`src/rtl/draw_board_anim.sv`:
```
// ---------------------------------------------------------------------------
// draw_board_anim
//   Board renderer for the 2048 VGA path. Maps the beam position (x,y) to an
//   RRGGBB pixel for an NxN board of power-of-2 sized cells, through a fixed
//   two-stage registered pipeline (pixel for inputs at cycle t appears at t+2).
//   The grid is snapshotted only on frame_tick, so a frame never tears. A
//   small frame-driven FSM fades newly spawned tiles over FADE_FRAMES frames.
//
// Ports
//   clk            pixel clock
//   rst_n          asynchronous active-low reset
//   grid           N*N cell values, cell k=(row*N+col) at [k*VAL_W +: VAL_W]
//   new_tiles      per-cell new-tile mask, captured with new_tiles_load
//   new_tiles_load one-cycle request to fade the cells in new_tiles
//   frame_tick     one-cycle pulse at start of vertical blank
//   x, y           beam position
//   video_active   beam inside the visible area
//   retro_colors   palette select
//   rrggbb         registered pixel colour
//   fade_busy      registered, high while a fade is pending or running
// ---------------------------------------------------------------------------
module draw_board_anim #(
  parameter int N           = 4,
  parameter int CELL_LOG2   = 6,
  parameter int VAL_W       = 4,
  parameter int BOARD_X     = 192,
  parameter int BOARD_Y     = 128,
  parameter int FADE_FRAMES = 7
) (
  input  logic                 clk,
  input  logic                 rst_n,
  input  logic [N*N*VAL_W-1:0] grid,
  input  logic [N*N-1:0]       new_tiles,
  input  logic                 new_tiles_load,
  input  logic                 frame_tick,
  input  logic [9:0]           x,
  input  logic [9:0]           y,
  input  logic                 video_active,
  input  logic                 retro_colors,
  output logic [5:0]           rrggbb,
  output logic                 fade_busy
);

  localparam int NL    = $clog2(N);
  localparam int IDX_W = 2 * NL;
  localparam int CELLS = N * N;
  // Bits of a board-relative coordinate that lie beyond the board extent.
  localparam int HI_LO = CELL_LOG2 + NL;

  localparam logic [10:0] BX0      = 11'(BOARD_X);
  localparam logic [10:0] BY0      = 11'(BOARD_Y);
  localparam logic [2:0]  FADE_CNT = 3'(FADE_FRAMES);
  localparam logic [CELL_LOG2-1:0] LOC_MAX = {CELL_LOG2{1'b1}};

  typedef enum logic [1:0] {
    ST_IDLE    = 2'd0,
    ST_PENDING = 2'd1,
    ST_FADING  = 2'd2
  } state_t;

  // Glyph generator: the cell is viewed as an 8x8 raster; a 4x4 block in the
  // middle carries the glyph. Top and bottom rows are bars, the middle rows
  // light one column per bit of the value. Value 0 is an empty cell.
  function automatic logic draw_numbers(input logic [VAL_W-1:0]     idx,
                                        input logic [CELL_LOG2-1:0] lx,
                                        input logic [CELL_LOG2-1:0] ly);
    logic [2:0] gx;
    logic [2:0] gy;
    logic [1:0] col;
    logic [3:0] v4;
    gx  = lx[CELL_LOG2-1 -: 3];
    gy  = ly[CELL_LOG2-1 -: 3];
    col = 2'(gx - 3'd2);
    v4  = 4'(idx);
    draw_numbers = (idx != '0) &&
                   (gx >= 3'd2) && (gx <= 3'd5) &&
                   (gy >= 3'd2) && (gy <= 3'd5) &&
                   ((gy == 3'd2) || (gy == 3'd5) || v4[col]);
  endfunction

  // Fade FSM and frame snapshot state
  state_t                 state_q;
  logic                   busy_q;
  logic [N*N*VAL_W-1:0]   grid_q;
  logic [CELLS-1:0]       mask_q;
  logic [CELLS-1:0]       pend_q;
  logic [2:0]             cnt_q;

  logic [CELLS-1:0]       req_s;
  logic                   start_s;

  // Stage-1 pipeline registers
  logic [VAL_W-1:0]       val_q;
  logic                   new_q;
  logic                   inb_q;
  logic                   outl_q;
  logic                   x0_q;
  logic                   act_q;
  logic                   retro_q;
  logic [CELL_LOG2-1:0]   lx_q;
  logic [CELL_LOG2-1:0]   ly_q;

  logic [10:0]            bx_s;
  logic [10:0]            by_s;
  logic [IDX_W-1:0]       idx_s;
  logic                   inb_s;
  logic                   outl_s;
  logic [VAL_W-1:0]       val_s;
  logic                   new_s;

  logic [5:0]             rgb_d;
  logic [5:0]             rgb_q;

  // A fade starts at a tick if a request is pending or arrives in that same
  // cycle; a same-cycle load wins over the stale pending mask.
  always_comb begin
    req_s   = new_tiles_load ? new_tiles : pend_q;
    start_s = frame_tick && (new_tiles_load || (state_q == ST_PENDING));
  end

  // Fade FSM with grid/mask snapshot; fade_busy registered with the state
  always_ff @(posedge clk or negedge rst_n) begin
    if (!rst_n) begin
      state_q <= ST_IDLE;
      busy_q  <= 1'b0;
      grid_q  <= '0;
      mask_q  <= '0;
      pend_q  <= '0;
      cnt_q   <= 3'd0;
    end else begin
      if (frame_tick) begin
        grid_q <= grid;
      end
      if (start_s) begin
        if (req_s != '0) begin
          mask_q  <= req_s;
          cnt_q   <= FADE_CNT;
          state_q <= ST_FADING;
          busy_q  <= 1'b1;
        end else begin
          mask_q  <= '0;
          cnt_q   <= 3'd0;
          state_q <= ST_IDLE;
          busy_q  <= 1'b0;
        end
      end else if (frame_tick && (state_q == ST_FADING)) begin
        cnt_q <= cnt_q - 3'd1;
        if (cnt_q <= 3'd1) begin
          mask_q  <= '0;
          cnt_q   <= 3'd0;
          state_q <= ST_IDLE;
          busy_q  <= 1'b0;
        end
      end else if (new_tiles_load) begin
        // Leaves mask/cnt untouched: a running fade freezes until the tick.
        pend_q  <= new_tiles;
        state_q <= ST_PENDING;
        busy_q  <= 1'b1;
      end
    end
  end

  // Stage-1 decode: board-relative position, cell lookup, outline flag.
  // x < BOARD_X borrows into bit 10; x >= BOARD_X + board width sets a bit
  // above the board extent. Either way the high bits are non-zero.
  always_comb begin
    bx_s   = {1'b0, x} - BX0;
    by_s   = {1'b0, y} - BY0;
    inb_s  = (bx_s[10:HI_LO] == '0) && (by_s[10:HI_LO] == '0);
    idx_s  = {by_s[CELL_LOG2 +: NL], bx_s[CELL_LOG2 +: NL]};
    val_s  = grid_q[idx_s*VAL_W +: VAL_W];
    new_s  = mask_q[idx_s];
    outl_s = (bx_s[CELL_LOG2-1:0] == '0) || (bx_s[CELL_LOG2-1:0] == LOC_MAX) ||
             (by_s[CELL_LOG2-1:0] == '0) || (by_s[CELL_LOG2-1:0] == LOC_MAX);
  end

  // Stage-1 registers
  always_ff @(posedge clk or negedge rst_n) begin
    if (!rst_n) begin
      val_q   <= '0;
      new_q   <= 1'b0;
      inb_q   <= 1'b0;
      outl_q  <= 1'b0;
      x0_q    <= 1'b0;
      act_q   <= 1'b0;
      retro_q <= 1'b0;
      lx_q    <= '0;
      ly_q    <= '0;
    end else begin
      val_q   <= val_s;
      new_q   <= new_s;
      inb_q   <= inb_s;
      outl_q  <= outl_s;
      x0_q    <= x[0];
      act_q   <= video_active;
      retro_q <= retro_colors;
      lx_q    <= bx_s[CELL_LOG2-1:0];
      ly_q    <= by_s[CELL_LOG2-1:0];
    end
  end

  // Stage-2 colour priority: blank, glyph, outline, background
  always_comb begin
    rgb_d = 6'b000000;
    if (!act_q || !inb_q) begin
      rgb_d = 6'b000000;
    end else if (draw_numbers(val_q, lx_q, ly_q)) begin
      if (new_q) begin
        rgb_d = 6'b001111 ^ {3'b000, cnt_q};
      end else begin
        rgb_d = retro_q ? 6'b101110 : 6'b001111;
      end
    end else if (outl_q) begin
      rgb_d = retro_q ? 6'b001000 : 6'b111111;
    end else begin
      rgb_d = retro_q ? {3'b000, x0_q, 2'b00} : 6'b000000;
    end
  end

  // Stage-2 output register
  always_ff @(posedge clk or negedge rst_n) begin
    if (!rst_n) begin
      rgb_q <= 6'b000000;
    end else begin
      rgb_q <= rgb_d;
    end
  end

  assign rrggbb    = rgb_q;
  assign fade_busy = busy_q;

endmodule
```
`config.mk`:
```
export PLATFORM = sky130hd
export DESIGN_NAME = draw_board_anim
export DESIGN_NICKNAME = d
export VERILOG_FILES = /design/src/rtl/draw_board_anim.sv
export SDC_FILE = /design/constraint.sdc
export NUM_CORES = 1
export LEC_CHECK = 0
export ABC_AREA = 1
export CAP_MARGIN = 15
export CORE_MARGIN = 2
export CORE_UTILIZATION = 30
export CTS_CLUSTER_SIZE = 30
export DETAILED_ROUTE_END_ITERATION = 7
export HOLD_SLACK_MARGIN = 0.12
export PLACE_DENSITY_LB_ADDON = 0.12
export SYNTH_ARGS = -nofsm -noshare
export SYNTH_HDL_FRONTEND = slang
export SYNTH_SLANG_ARGS = --single-unit
```
`constraint.sdc`:
```
create_clock -name clk -period 1.2 [get_ports clk]
set_input_delay 0.24 -clock clk [delete_from_list [all_inputs] [get_ports clk]]
set_output_delay 0.24 -clock clk [all_outputs]
set_load 0.1 [all_outputs]
```
# Yosys cells after proc, flatten, opt, wreduce, memory -nomap -nowiden
# Cells that the tools add are included.
# totals
ff_bits	130
elab_cells	97
# classes
addsub	4
order_cmp	7
n_eq_ne	7
shifts	1
muxes	30
bitwise_logic	3
n_reduce_logical	29
# ops
operator	n
$mux 16	5
$shiftx 64x7->4	1
$mux 6	6
$sub 10x8->11 const B	2
$reduce_bool 16->1	1
$mux 3	5
$eq 6x6->1 const B	2
$logic_not 6->1	2
$mux 2	5
$logic_and 1x1->1	8
$logic_or 1x1->1	7
$mux 1	7
$ge 3x2->1 const B	2
$le 3x3->1 const B	2
$logic_not 3->1	2
$reduce_and 2->1	3
$lt 4x5->1 const B	1
$bmux 1 s4	1
$not 3->4	1
$reduce_bool 2->1	2
$reduce_bool 4->1	1
$eq 3x2->1 const B	1
$eq 3x3->1 const B	1
$le 3x1->1 const B	1
other kinds (10)	12

# Logic depth before layout (Yosys ltp)
# Gate-level depths: netlist of the first run.
# logic_depth
depth_word	8
ltp_mapped	10

# Least setup slack after synthesis of the first run
# No wires, ideal clock.
# synth_timing
path_kind	input -> register
startpoint	in x[6]
endpoint	reg val_q[3]
setup_ns	0.118
arrival_time_ns	1.195
setup_slack_ns	-0.112
stages	8
path_buffers	1
cell_sequence	ha_1 > inv_1 > buf_1 > a21oi_1 > o21ai_0 > nand3_1 > nand3_1 > nand2_1
# synth_via
elab_chain_len	2
# synth_rtl
element	line_no	rtl
from (decl)	36	input logic [9:0] x,
$sub 10x8->11	167	bx_s = {1'b0, x} - BX0;
$shiftx 64x7->4	171	val_s = grid_q[idx_s*VAL_W +: VAL_W];
named net val_s[3]	108	logic [VAL_W-1:0] val_s;
to (signal assigned)	190	val_q <= val_s;
to (decl)	93	logic [VAL_W-1:0] val_q;
# The timed path passes the listed nets, and every way through them passes these cells.
# A chain may end at the register's enable or synchronous reset.

# Worst setup path in the final report of the first run
# layout_timing
startpoint	reg cnt_q[0]
endpoint	reg cnt_q[1]
# layout_via
elab_chain_len	4
word_cells_on_any_way	5
classes_between	1 x add/sub; 1 x order compare; 3 x mux
# layout_rtl
element	line_no	rtl
from (decl)	87	logic [2:0] cnt_q;
from (signal assigned)	147	cnt_q <= cnt_q - 3'd1;
$sub 3x1->3 / $le 3x1->1 (equally long branches)	147, 148	
$mux 3 (*)	148	if (cnt_q <= 3'd1) begin
$mux 3 (*)	146	end else if (frame_tick && (state_q == ST_FADING)) begin
$mux 3 (*)	134	if (start_s) begin
# Every way passes the cells marked *; elsewhere a longest branch is shown, timed or not. The select of a mux whose other input is x is not followed.

==> impl.org, run 1 <==
** Outcome
- The flow ran to the end, but the final reports show violations.
- The final reports fail on setup timing.

** Floorplanning
- Starting Density :: 30.8%
- The floorplan step set the die height to 143 um.
- The floorplan has 50 rows.
- Core area :: 0.0188 sq mm
- Horizontal die dimension :: 143 um
- Die area :: 0.0204 sq mm
- 113 I/O pins were placed.

** GRT
- Overflow left after global routing :: 0
- Pin count of the biggest net entering global routing :: 77
- Via count of the first global-routing pass :: 5108
- First-pass GRT wire length :: 25.2 mm
- Global routing used 15.9% of the available tracks.
- The initial antenna violation count is 0.

** Detailed routing
- Detail-routed via count per cell :: 4.52
- Number of detailed-route iterations in the first pass :: 4
- Average wire per cell in the routed design :: 13.9 um
- Total via count in the routed design :: 5085
- Total detailed-routing wirelength :: 15.6 mm
- Once detail routing completed, the nets flagged for antenna violations numbered 0.
- Number of DRC violations after detailed-routing iteration 0 :: 256
- DRC errors left :: 0

** STA
- After layout, the worst path uses 112% of the clock period.
- Clock skew after layout :: 0.00792 ns
- Worst slew margin :: 77.1%
- Minimum period implied by the final worst setup slack :: 1.35 ns
- On the final layout, the worst hold slack is 0.223 ns.
- Number of failing setup endpoints in the final timing report :: 45
- Setup slack after layout :: -0.149 ns
- The number of hold violations in the final report is 0.
- Setup repair after global routing could not meet its margin everywhere.
- For the pin with the worst max-slew slack, the measured transition is 0.344 ns.
- The total count of max-transition violations in the final report came to 0.
- Fmax :: 741 MHz

** Synth
- The number of nets handed over by synthesis was 827.
- A synthesized cell averages 8.05 sq um.
- Sequential cells were found to cover 53.7% of the synthesized design area.
- The largest total area in the synthesized netlist belongs to dfrtp_1.
- Yosys instantiated no cell more often than nand2_1.
- List of most frequent post-synthesis cells :: 228 x nand2_1, 124 x dfrtp_1, 91 x o21ai_0
- Leading register cell type out of synthesis :: dfrtp_1
- Sorting the synthesized cells by area gives the leading types as dfrtp_1 54%, nand2_1 15%, o21ai_0 7.9%, inv_1 5.0%, a21oi_1 4.4%.
- Number of warnings reported in the yosys synthesis log :: 0
- Area share of the leading cell type in the synthesized netlist :: 53.7%
- Share of flip-flops with an asynchronous set or reset after synthesis :: 100%
- Seq cells post-synth :: 124
- Netlist area before placement :: 0.00577 sq mm
- Yosys mapped a number of flops with a built-in enable equal to 0.
- Synthesis produced a netlist whose cell count is 717.
- Synthesis instantiated 29 different standard cells from the library.

** Placement
- At the placement stage, the worst setup path has a slack of -0.710 ns.
- After legalization and detailed placement, the total HPWL measured 11.6 mm.
- Input and output buffers added on the ports amount to 112.
- The congestion estimate from routability-driven global placement came to 0.821.

** Worst setup path
- STA classifies the critical path endpoint as a flip-flop.
- Required @ worst endpoint :: 1.53 ns
- Cells along the critical path :: ha_4, o21ai_4, nand2_2, buf_6, nor2_2, nor2_1, a21oi_1
- Max Fanout on Critical Path :: 3
- Count of buffering cells on the critical path with inverters included :: 1
- Kind of start point of the critical path :: flip-flop
- At the worst endpoint, the arrival time is 1.68 ns.
- Among all stages on the critical path, the largest delay is contributed by dfrtp_1.
- In this design, the largest share of critical-path delay is due to flip-flops.
- CP max stage delay :: 0.42 ns
- Category of the most critical setup path :: reg2reg

** Finish
- Net total in the final layout :: 988
- Utilization after layout :: 45.0%
- Relative to the synthesized area, the layout overhead comes to 46.3%.
- Share of post-route cells with drive strength above 1 :: 15.7%
- The filler cells instantiated in the layout total 1824.
- The repair_antennas step left the layout with diodes totalling 0.

** Power and ir drop
- Overall power consumption after layout is estimated at 13.6 mW.
- Worst vdd ir :: 1080 uV
- The analysis attributes to cell leakage a power of 4.07 nW.
- Total power divided by cell area :: 1610 mW/mm^2

** Clock tree
- The tree is rooted in a clkbuf_16.
- Counting along the longest clock path gives a buffer depth of 2.
- In this run, CTS created clock tree buffers numbering 17.
- Clock-pin slew was measured on the worst setup and hold paths at 0.05 ns.
- Clk_lat worst skew :: 0.41 ns
- The clock net in this run drives a total of 124 sinks.
- TritonCTS built the clock tree.
- The H-tree generated during clock tree synthesis spans 4 levels.

** Run
- Across the run, the number of max-cap violations was 0.

** Min path
- In this run the worst hold path is classified as in2async.
## where the power goes
group / internal (mW) / leakage (nW) / total (mW) / switching [mW]
Clock: 3.57 / 0.295 / 5.38 / 1.80
Combinational: 1.43 / 2.26 / 3.02 / 1.60
Sequential: 4.87 / 1.51 / 5.21 / 0.338
Total: 9.87 / 4.07 / 13.6 / 3.74
## worst reg2reg max path: stages, from the launching register on
cell	delay, ns
dfrtp_1	0.42
ha_4	0.18
o21ai_4	0.12
nand2_2	0.13
buf_6	0.14
nor2_2	0.09
nor2_1	0.04
a21oi_1	0.14
## registers in the layout, summed over array words and instances, names as in the netlist
| signal | cells |
|---|---|
| grid_q | 64 |
| ly_q | 3 |
| inb_q | 1 |
| outl_q | 1 |
| act_q | 1 |
| retro_q | 1 |
| cnt_q | 3 |
| fade_busy | 1 |
| rrggbb | 6 |
| lx_q | 4 |
| pend_q | 16 |
| val_q | 4 |
| mask_q | 16 |
| new_q | 1 |
| state_q | 2 |
## layer usage
| metal | GRT usage [%] | vias up | part of all wire [%] | routed length [um] |
|---|---|---|---|---|
| met5 | 0 | - | 0 | 0 |
| met4 | 4.27 | 0 | 0.58 | 91 |
| met3 | 3.99 | 8 | 5.0 | 774 |
| met2 | 24.9 | 129 | 46 | 7190 |
| met1 | 22.0 | 2339 | 48 | 7530 |
| li1 | - | 2609 | - | - |
## timing repair
item | in CTS | in global routing
endpoints found under the hold margin | 124 | 0
setup endpoints to repair | 54 | 56
resized for setup | 19 | 31
hold buffers | 1 | 0
setup buffers | 4 | 0
pin swaps | 8 | 9
## logic make-up (layout without fill, tap and decap cells)
family / count (synthesis) / count (layout) / synth area share, %
buffers and inverters: 116 / 289 / 8.21
adders and majority gates: 4 / 4 / 0.867
and+or+nand+nor: 303 / 303 / 21.3
xor gates and xnor gates: 6 / 6 / 0.910
DFF: 124 / 124 / 53.7
AOI/OAI and AO/OA: 164 / 164 / 15.0
## placed cells by master (no fill, tap or decap), drive strengths merged
cell type	synthesis	layout
dlygate4sd3	0	1
and3	1	1
a21oi	51	51
clkdlybuf4s50	0	99
dfrtp	124	124
xnor2	3	3
bufinv	0	4
dlygate4sd2	0	1
clkinv	1	5
inv	81	80
ha	4	4
o21ai	106	106
clkdlybuf4s15	0	1
nand4	2	2
nand2	231	231
clkbuf	25	22
nor4	3	3
o22ai	5	5
nor3	4	4
xor2	3	3
nor2	26	26
buf	9	72
dlymetal6s2s	0	1
a22o	2	2
nand3	36	36
clkinvlp	0	3
## path summary, 6_finish.rpt
kind	from	end	slack, ns	cells after the start
max in group asynchronous	rst_n	grid_q[63]	0.53	3
hold / removal	rst_n	pend_q[15]	0.22	2
setup reg to reg	cnt_q[0]	cnt_q[1]	-0.15	7
min in group clk	retro_colors	retro_q	0.28	1
setup / recovery	cnt_q[0]	cnt_q[1]	-0.15	7
hold reg to reg	grid_q[7]	grid_q[7]	0.47	2
## metrics by stage
stage                     setup TNS [ns]  std cells  cell area (sq um)
after floorplan                   -0.606        717               5790
after global placement            -24.65       1088               7640
after detailed placement          -25.20       1088               7640
after CTS                          -3.44       1124               8350
after global routing               -7.20       1124               8450
final                              -2.79       1124               8450
## area by class of cell
class | count | area [sq um] | area share (%)
sequential | 124 | 3100 | 36.7
multi-input combinational | 477 | 2320 | 27.5
timing repair buffer | 176 | 1780 | 21.1
clock buffer | 21 | 460 | 5.45
inverter | 82 | 328 | 3.88
tap | 234 | 293 | 3.47
clock inverter | 10 | 165 | 1.95
(Power assumes the default switching activity.)
==> run 2: changes to the inputs <==
--- a/config.mk
+++ b/config.mk
@@ -13,6 +13,7 @@
 export DETAILED_ROUTE_END_ITERATION = 7
 export HOLD_SLACK_MARGIN = 0.12
 export PLACE_DENSITY_LB_ADDON = 0.12
+export SETUP_SLACK_MARGIN = 0.2
 export SYNTH_ARGS = -nofsm -noshare
 export SYNTH_HDL_FRONTEND = slang
 export SYNTH_SLANG_ARGS = --single-unit
==> constraint.sdc (replaced) <==
create_clock -name clk -period 1.4 [get_ports clk]
set_input_delay 0.28 -clock clk [delete_from_list [all_inputs] [get_ports clk]]
set_output_delay 0.28 -clock clk [all_outputs]
set_load 0.1 [all_outputs]
==> run 2 against run 1 <==
Against the previous run:
- the flow now finishes without violations
- total power fell by 12%
- design area fell by 0.47%
- critical path depth did not move
- routed wire length rose by 0.80%
- clock skew barely moved
- clock power fell by 7.6%
- non-clock buffer count fell by 10
- maximum frequency fell by 1.8%
==> impl.org, run 2 (synthesis gave the netlist of run 1 again) <==
** Outcome
- The flow ran to the end, and the final reports show no timing, DRC or antenna violations.

** Floorplanning
- The placeable core area came to 0.0188 sq mm (unchanged).
- Starting Density :: 30.8% (unchanged)
- Std cell rows :: 50 (unchanged)
- The count of pins on the block boundary is 113 (unchanged).
- Horizontal die dimension :: 143 um (unchanged)
- The total die area is 0.0204 sq mm (unchanged).
- The height of the chip was 143 um (unchanged).

** GRT
- The global-route wire length before repair came to 25.7 mm (+2.3%).
- Gr usage total :: 16.4% (+0.48 points)
- The initial antenna violation count came to 0 (unchanged).
- The aggregate global routing overflow came to 0 (unchanged).
- Via count of the first global-routing pass :: 5116 (+0.16%)
- Pin count of the biggest net entering global routing :: 77 (unchanged)

** Worst setup path
- STA classifies the critical path endpoint as a flip-flop.
- Kind of start point of the critical path :: flip-flop
- The worst setup path is of the reg2reg kind.
- Required @ worst endpoint :: 1.73 ns (+0.20 ns)
- The critical path arrival is 1.70 ns (+0.02 ns).
- Max Fanout on Critical Path :: 4 (+1)

** Power and ir drop
- The share of total power in the clock network is 41.6% (+2.1 points).
- Proportion of total power due to net switching :: 26.9% (-0.53 points)
- Tot Pwr :: 11.9 mW (-12%)
- Switch Pwr :: 3.21 mW (-14%)
- The worst voltage drop across the vdd grid came to 804 uV (-26%).
- Part of the total power dissipated in combinational logic :: 20.9% (-1.3 points)
- The internal cell power is 8.72 mW (-12%).
- The static leakage was 4.06 nW (-0.25%).
- The sequential fraction of design power came to 37.5% (-0.8 points).
- The power per standard cell area was 1420 mW/mm^2 (-12%).

** Detailed routing
- The routed metal-1 wire length is 7.49 mm (-0.58%).
- The post-detailed-routing wire length is 15.7 mm (+0.80%).
- The number of antenna-violating nets in the routed design came to 0 (unchanged).
- Total via count in the routed design :: 5069 (-0.31%)
- DRC errors left :: 0 (unchanged)
- Number of DRC violations after detailed-routing iteration 0 :: 310 (+21%)
- Met2 Routed Length :: 7.23 mm (+0.58%)
- The routed wirelength normalized by instance count was 14.1 um (+1.6%).
- Routed met3 length :: 771 um (-0.39%)
- Detail-routed via count per cell :: 4.55 (+0.49%)
- Signal routing reaches up to met4.
- The detailed-router iteration count before antenna repair was 4 (unchanged).

** Placement
- Number of placed cells counting well taps :: 1075 (-1.2%)
- Placer Congestion :: 0.809 (-1.4%)
- The estimated wirelength of the detail-placed design was 11.5 mm (-1.1%).
- The post-placement cell area was 0.00756 sq mm (-0.98%).
- The port buffer count was 112 (unchanged).
- Worst setup slack after placement :: -0.602 ns (+0.108 ns)

** STA
- Minimum period implied by the final worst setup slack :: 1.37 ns (+0.0250 ns)
- Unrepaired setup endpoints after global routing :: true
- Number of failing setup endpoints in the final timing report :: 0 (-100%)
- The relative slew slack came to 74.1% (-3.0 points).
- The peak clock frequency supported by timing is 728 MHz (-1.8%).
- Max-slew violation count :: 0 (unchanged)
- Setup slack after layout :: 0.0263 ns (+0.175 ns)
- Measured slew at the worst slew-check pin :: 0.388 ns (+0.0444 ns)
- Final clock period utilization by the worst path :: 98.1% (-14 points)
- The clock tree skew after final layout came to 0.00780 ns (-0.000122 ns).
- The number of hold violations in the final report was 0 (unchanged).

** Finish
- Final Instance Count excl. Fillers :: 1115 (-0.80%)
- Area occupied by multi-input gates :: 0.00231 sq mm (-0.54%)
- Utilization after layout :: 44.8% (-0.21 points)
- Leaving out fill and tap cells, the most frequent cell in the layout is nand2_1.
- Compared with the post-synthesis result, the final layout area differs by 45.6%.
- The finished layout cell area came to 0.00841 sq mm (-0.47%).
- In the layout the commonest cells are 220 x nand2_1, 124 x dfrtp_1, 99 x clkdlybuf4s50_1.
- Biggest registers after layout :: grid_q: 64 flops, mask_q: 16 flops, pend_q: 16 flops
- Number of flip-flops in the largest register :: 64 (unchanged)
- grid_q holds more flip-flops than any other register.
- FF/Latch Area :: 0.00310 sq mm (unchanged)
- # fillers :: 1870 (+2.5%)
- Net total in the final layout :: 978 (-1.0%)
- Share of post-route cells with drive strength above 1 :: 15.9% (+0.16 points)
- The final antenna diode count came to 0 (unchanged).

** Min path
- Class of the tightest hold or removal check :: in2async

** Clock tree
- Clock input transition at the sequential cells of the worst setup and hold paths :: 0.06 ns (about the same)
- The worst-case clock buffer depth is 2 (unchanged).
- The number of H-tree levels came to 4 (unchanged).
- Clock tree from TritonCTS :: done
- The clock latency on the worst-skew pair was 0.41 ns (about the same).
- The tree is rooted in a clkbuf_16.
- The total clock sinks came to 124 (unchanged).
- The number of CTS-inserted buffers was 17 (unchanged).

** Run
- The max capacitance violation total was 0 (unchanged).
==> run 2: cell types whose count changed in the layout (fill, tap and decap cells not counted), moves of 2 or more <==
cell	before	now
nor3_2	0	2
inv_1	74	72
nand2_1	224	220
nand2_2	5	8
clkinvlp_4	3	0
clkbuf_8	2	5
nand2_4	1	3
buf_4	54	43
inv_2	3	5
buf_2	1	3
==> run 2: stage by stage <==
stage               hold WS (ns)  TNS, ns
finish                     0.322        0
global route               0.318   -0.281
CTS                        0.316        0
detailed placement         0.207   -20.73
global placement           0.209   -18.52
floorplan                -0.0156        0
==> run 2: final cells by class <==
| class | instances | area share (%) |
|---|---|---|
| sequential | 124 | 36.9 |
| multi-input combinational | 477 | 27.4 |
| timing repair buffer | 166 | 20.3 |
| clock buffer | 23 | 5.92 |
| inverter | 82 | 3.84 |
| tap | 234 | 3.48 |
| clock inverter | 9 | 2.16 |
==> run 2: timing repair <==
action | CTS | global route
setup buffers | 5 | 1
cloned | 0 | 1
endpoints found under the hold margin | 124 | 0
resized for setup | 23 | 31
pin swaps | 6 | 12
hold buffers | 1 | 0
endpoints found under the setup margin | 55 | 57
==> run 2: path summary, 6_finish.rpt <==
path | start | to | slack [ns] | cells after the start
max | cnt_q[0] | cnt_q[1] | 0.03 | 7
max reg2reg | cnt_q[0] | cnt_q[1] | 0.03 | 7
min in group clk | video_active | act_q | 0.34 | 1
min | rst_n | state_q[0] | 0.32 | 2
max in group asynchronous | rst_n | grid_q[12] | 0.55 | 3
min reg2reg | grid_q[25] | grid_q[25] | 0.47 | 2
==> run 2: metal layers <==
metal / vias to the layer above / global-route usage (%)
li1: 2590 / -
met5: - / 0
met2: 129 / 25.6
met4: 0 / 5.47
met1: 2332 / 22.5
met3: 18 / 3.82
==> run 2: worst max-delay path: stages (launching register included) <==
cell	delay, ns
dfrtp_1	0.43
ha_2	0.20
o21ai_2	0.18
nand2_4	0.09
buf_4	0.14
nor2_1	0.07
nor2_1	0.05
a21oi_1	0.13
==> run 2: power groups by stage <==
stage / registers, mW / clock network, mW / logic, mW
5_1_grt: 4.54 / 5.27 / 2.81
4_1_cts: 4.46 / 5.06 / 2.44
3_5_place_dp: 4.52 / 0 / 2.33
6_report: 4.48 / 4.97 / 2.49
2_1_floorplan: 4.48 / 0 / 1.29
3_3_place_gp: 4.52 / 0 / 2.28
==> run 3: changes to the inputs <==
--- a/config.mk
+++ b/config.mk
@@ -11,6 +11,7 @@
 export CORE_UTILIZATION = 30
 export CTS_CLUSTER_SIZE = 30
 export DETAILED_ROUTE_END_ITERATION = 7
+export DONT_BUFFER_PORTS = 1
 export HOLD_SLACK_MARGIN = 0.12
 export PLACE_DENSITY_LB_ADDON = 0.12
 export SETUP_SLACK_MARGIN = 0.2
==> constraint.sdc (replaced) <==
create_clock -name clk -period 1.35 [get_ports clk]
set_input_delay 0.27 -clock clk [delete_from_list [all_inputs] [get_ports clk]]
set_output_delay 0.27 -clock clk [all_outputs]
set_load 0.1 [all_outputs]
==> run 3 against run 2 <==
Against the previous run:
- core utilization shrank 3.2 points
- highest routed layer unchanged
- design area shrank 7.1%
- die area is the same
- maximum frequency grew 0.85%
- critical path depth grew 2
- critical endpoint is now pend_q[14]
- the flow now finishes with violations (hold timing, setup timing)
- largest cell class unchanged
- clock power grew 3%
- clock skew shrank 0.0042 ns
- clock-buffer cell count shrank 3
- global-route usage shrank 0.075 points
- sequential share of layout area grew 3.1 points
- routed wire length grew 2.9%
==> impl.org, run 3 (synthesis gave the netlist of run 1 again) <==
** Outcome
- The flow ran to the end, but the final reports show violations.
- Failing checks :: hold timing, setup timing

** GRT
- Via count of the first global-routing pass :: 4970 (-2.9%)
- Global-route layer with the greatest usage :: met2
- Met1 Usage GRT :: 22.1% (-0.38 points)
- The met3 usage in global routing is 4.09% (+0.27 points).
- The aggregate global-route resource usage came to 16.3% (-0.075 points).
- First-pass GRT wire length :: 25.4 mm (-1.4%)
- Global-route track usage on met2 :: 25.5% (-0.10 points)
- Overflow left after global routing :: 0 (unchanged)
- The initial antenna violation count came to 0 (unchanged).
- Pin count of the biggest net entering global routing :: 125 (+62%)

** Floorplanning
- The initial standard-cell utilization of the core is 30.8% (unchanged).
- Ports placed on the boundary :: 113 (unchanged)
- Std cell rows :: 50 (unchanged)
- The die width is 143 um (unchanged).
- The placeable core area is 0.0188 sq mm (unchanged).
- The height of the chip came to 143 um (unchanged).
- The total die area came to 0.0204 sq mm (unchanged).

** Detailed routing
- DRC errors left :: 0 (unchanged)
- The detailed-router iteration count before antenna repair was 4 (unchanged).
- Total detailed-routing wirelength :: 16.2 mm (+2.9%)
- Antenna viol nets, final :: 0 (unchanged)
- The DRC marker count from the first detailed-route iteration was 253 (-18%).
- Average wire per cell in the routed design :: 15.3 um (+8.9%)
- The vias per cell was 4.68 (+3.0%).
- Total via count in the routed design :: 4932 (-2.7%)

** STA
- Setup repair after global routing could not meet its margin everywhere.
- The final critical delay including setup and external delays came to 1.36 ns (-0.0116 ns).
- The relative slew slack was 75.9% (+1.7 points).
- The total count of max-transition violations in the final report is 0 (unchanged).
- Smallest hold slack :: -0.455 ns (-0.778 ns)
- The worst setup margin was -0.0122 ns (-0.0384 ns).
- The share of the clock period used by the worst path was 101% (+2.8 points).
- The clock tree skew after final layout was 0.00357 ns (-0.00422 ns).
- Fmax :: 734 MHz (+0.85%)
- The final count of negative-setup-slack endpoints is 10 (+10).
- The setup TNS after final layout is -0.0719 ns (-0.0719 ns).
- Final Hold Vio Count :: 138 (+138)
- The transition at the pin with the smallest max-transition slack is 0.360 ns (-0.0281 ns).

** Finish
- Syn-to-layout area delta :: 35.4%
- Diodes inserted :: 0 (unchanged)
- The final net count is 916 (-6.3%).
- The fraction of final layout cells sized beyond drive strength 1 was 14.5% (-1.4 points).
- Number of flip-flops in the largest register :: 64 (unchanged)
- Register bank with the most flops :: grid_q
- Commonest cells after routing, fill and taps aside :: 214 x nand2_1, 116 x dfrtp_1, 81 x o21ai_0
- The library cell used most frequently in the layout, excluding fill and tap cells, is nand2_1.
- Biggest registers after layout :: grid_q: 64 flops, mask_q: 16 flops, pend_q: 16 flops

** Worst setup path
- CP max stage delay :: 0.40 ns (-0.03 ns)
- The critical path arrival is 1.67 ns (-0.03 ns).
- Max Fanout on Critical Path :: 6 (+2)
- Cells along the critical path :: nand2_2, nand2_2, nand2_4, inv_4, nor2_4, clkinv_4, clkbuf_16, nand2_2, o21ai_1
- Broken down by cell family, the worst path's largest delay share belongs to simple AND/OR/NAND/NOR gates.
- Kind of start point of the critical path :: flip-flop
- The worst setup path is captured at a flip-flop.
- For this design, the slowest cell found on the critical path is dfrtp_1.
- Count of buffering cells on the critical path with inverters included :: 3 (+2)
- The most numerous cell type found on the critical path is nand2_2.
- By startpoint and endpoint, the worst setup path is classified as reg2reg.
- Required @ worst endpoint :: 1.66 ns (-0.07 ns)

** Run
- The max capacitance violation total was 0 (unchanged).

** Clock tree
- CTS sink cnt :: 124 (unchanged)
- Clk_lat worst skew :: 0.42 ns (about the same)
- The worst-case clock buffer depth came to 2 (unchanged).
- H-Tree Level Count :: 4 (unchanged)
- Hold buffers post-CTS :: 84 (+83)
- The clock transition time at the flip-flop clock pins of the worst setup and hold paths was 0.06 ns (about the same).
- Buffer cell driving the clock tree root :: clkbuf_16
- The number of CTS-inserted buffers is 17 (unchanged).
- TritonCTS built the clock tree.

** Placement
- Detailed-placement wirelength estimate :: 10.5 mm (-8.2%)
- The port buffer count came to 0 (-100%).
- The weighted congestion at the end of routability-driven global placement was 0.756 (-6.6%).

** Power and ir drop
- Tot Pwr :: 12.0 mW (+0.54%)
- The static leakage is 3.76 nW (-7.2%).
- Total power divided by cell area :: 1540 mW/mm^2 (+8.2%)
- The worst voltage drop across the vdd grid is 946 uV (+18%).

** Min path
- In this run the worst hold path is classified as in2async.
## run 3: cell types whose count changed in the layout (fill, tap and decap cells not counted), moves of 4 or more
cell,change
dlygate4sd3_1,+77
o21ai_2,+4
dfrtp_1,-8
buf_4,-23
buf_12,-13
clkdlybuf4s50_1,-99
nand2_1,-6
dfrtp_4,+6
clkinv_2,+4
## run 3: path summary, 6_finish.rpt
path / startpoint / end / slack (ns) / cells past startpoint
worst max-delay path: state_q[0] / pend_q[14] / -0.01 / 9
worst min-delay path: rst_n / pend_q[5] / -0.46 / 0
worst max register to register: state_q[0] / pend_q[14] / -0.01 / 9
worst min register to register: grid_q[25] / grid_q[25] / 0.46 / 2
max in group asynchronous: rst_n / rrggbb[3] / 1.56 / 0
min in group clk: frame_tick / grid_q[48] / -0.02 / 1
## run 3: what timing repair did
item | in CTS | in global routing
endpoints found under the setup margin | 49 | 59
buffers inserted | 1 | 2
gates resized for setup | 23 | 44
hold endpoints to repair | 207 | 187
pin swaps | 3 | 7
gates cloned | 0 | 2
## run 3: final cells by class
| cell class | count | area [sq um] |
|---|---|---|
| flip-flops and latches | 124 | 3130 |
| well taps | 234 | 293 |
| inverters | 82 | 323 |
| clock inverters | 12 | 191 |
| clock buffers | 20 | 467 |
| fillers | 1877 | 11000 |
| multi-input cells | 477 | 2360 |
| repair buffers | 104 | 1050 |
## run 3: report_power, final
group / internal [mW] / switching [mW]
logic: 0.999 / 1.22
registers: 4.33 / 0.336
clock network: 3.41 / 1.71
## run 3: stage by stage
stage / area, sq um / util (%) / instances / hold WS [ns] / worst slack [ns]
after floorplan: 5820 / - / 717 / -0.0256 / 0.100
after global placement: 6110 / 32.5 / 937 / -0.0185 / -0.0819
after detailed placement: 6110 / 32.5 / 937 / -0.0168 / -0.0676
after CTS: 7680 / 40.9 / 1054 / -0.469 / 0.0260
after global routing: 7820 / 41.6 / 1053 / -0.478 / -0.0858
final: 7820 / 41.6 / 1053 / -0.455 / -0.0122
## run 3: metal layers
metal,share of wire [%],routed length (um),vias up
li1,-,-,2477
met1,48,7790,2324
met3,4.4,713,20
met2,46,7430,111
met4,1.4,228,0
met5,0,0,-
## run 3: worst register-to-register path: stages, from the launching register on
cell       delay (ns)
dfrtp_1          0.40
nand2_2          0.08
nand2_2          0.06
nand2_4          0.10
inv_4            0.04
nor2_4           0.13
clkinv_4         0.14
clkbuf_16        0.20
nand2_2          0.05
o21ai_1          0.05
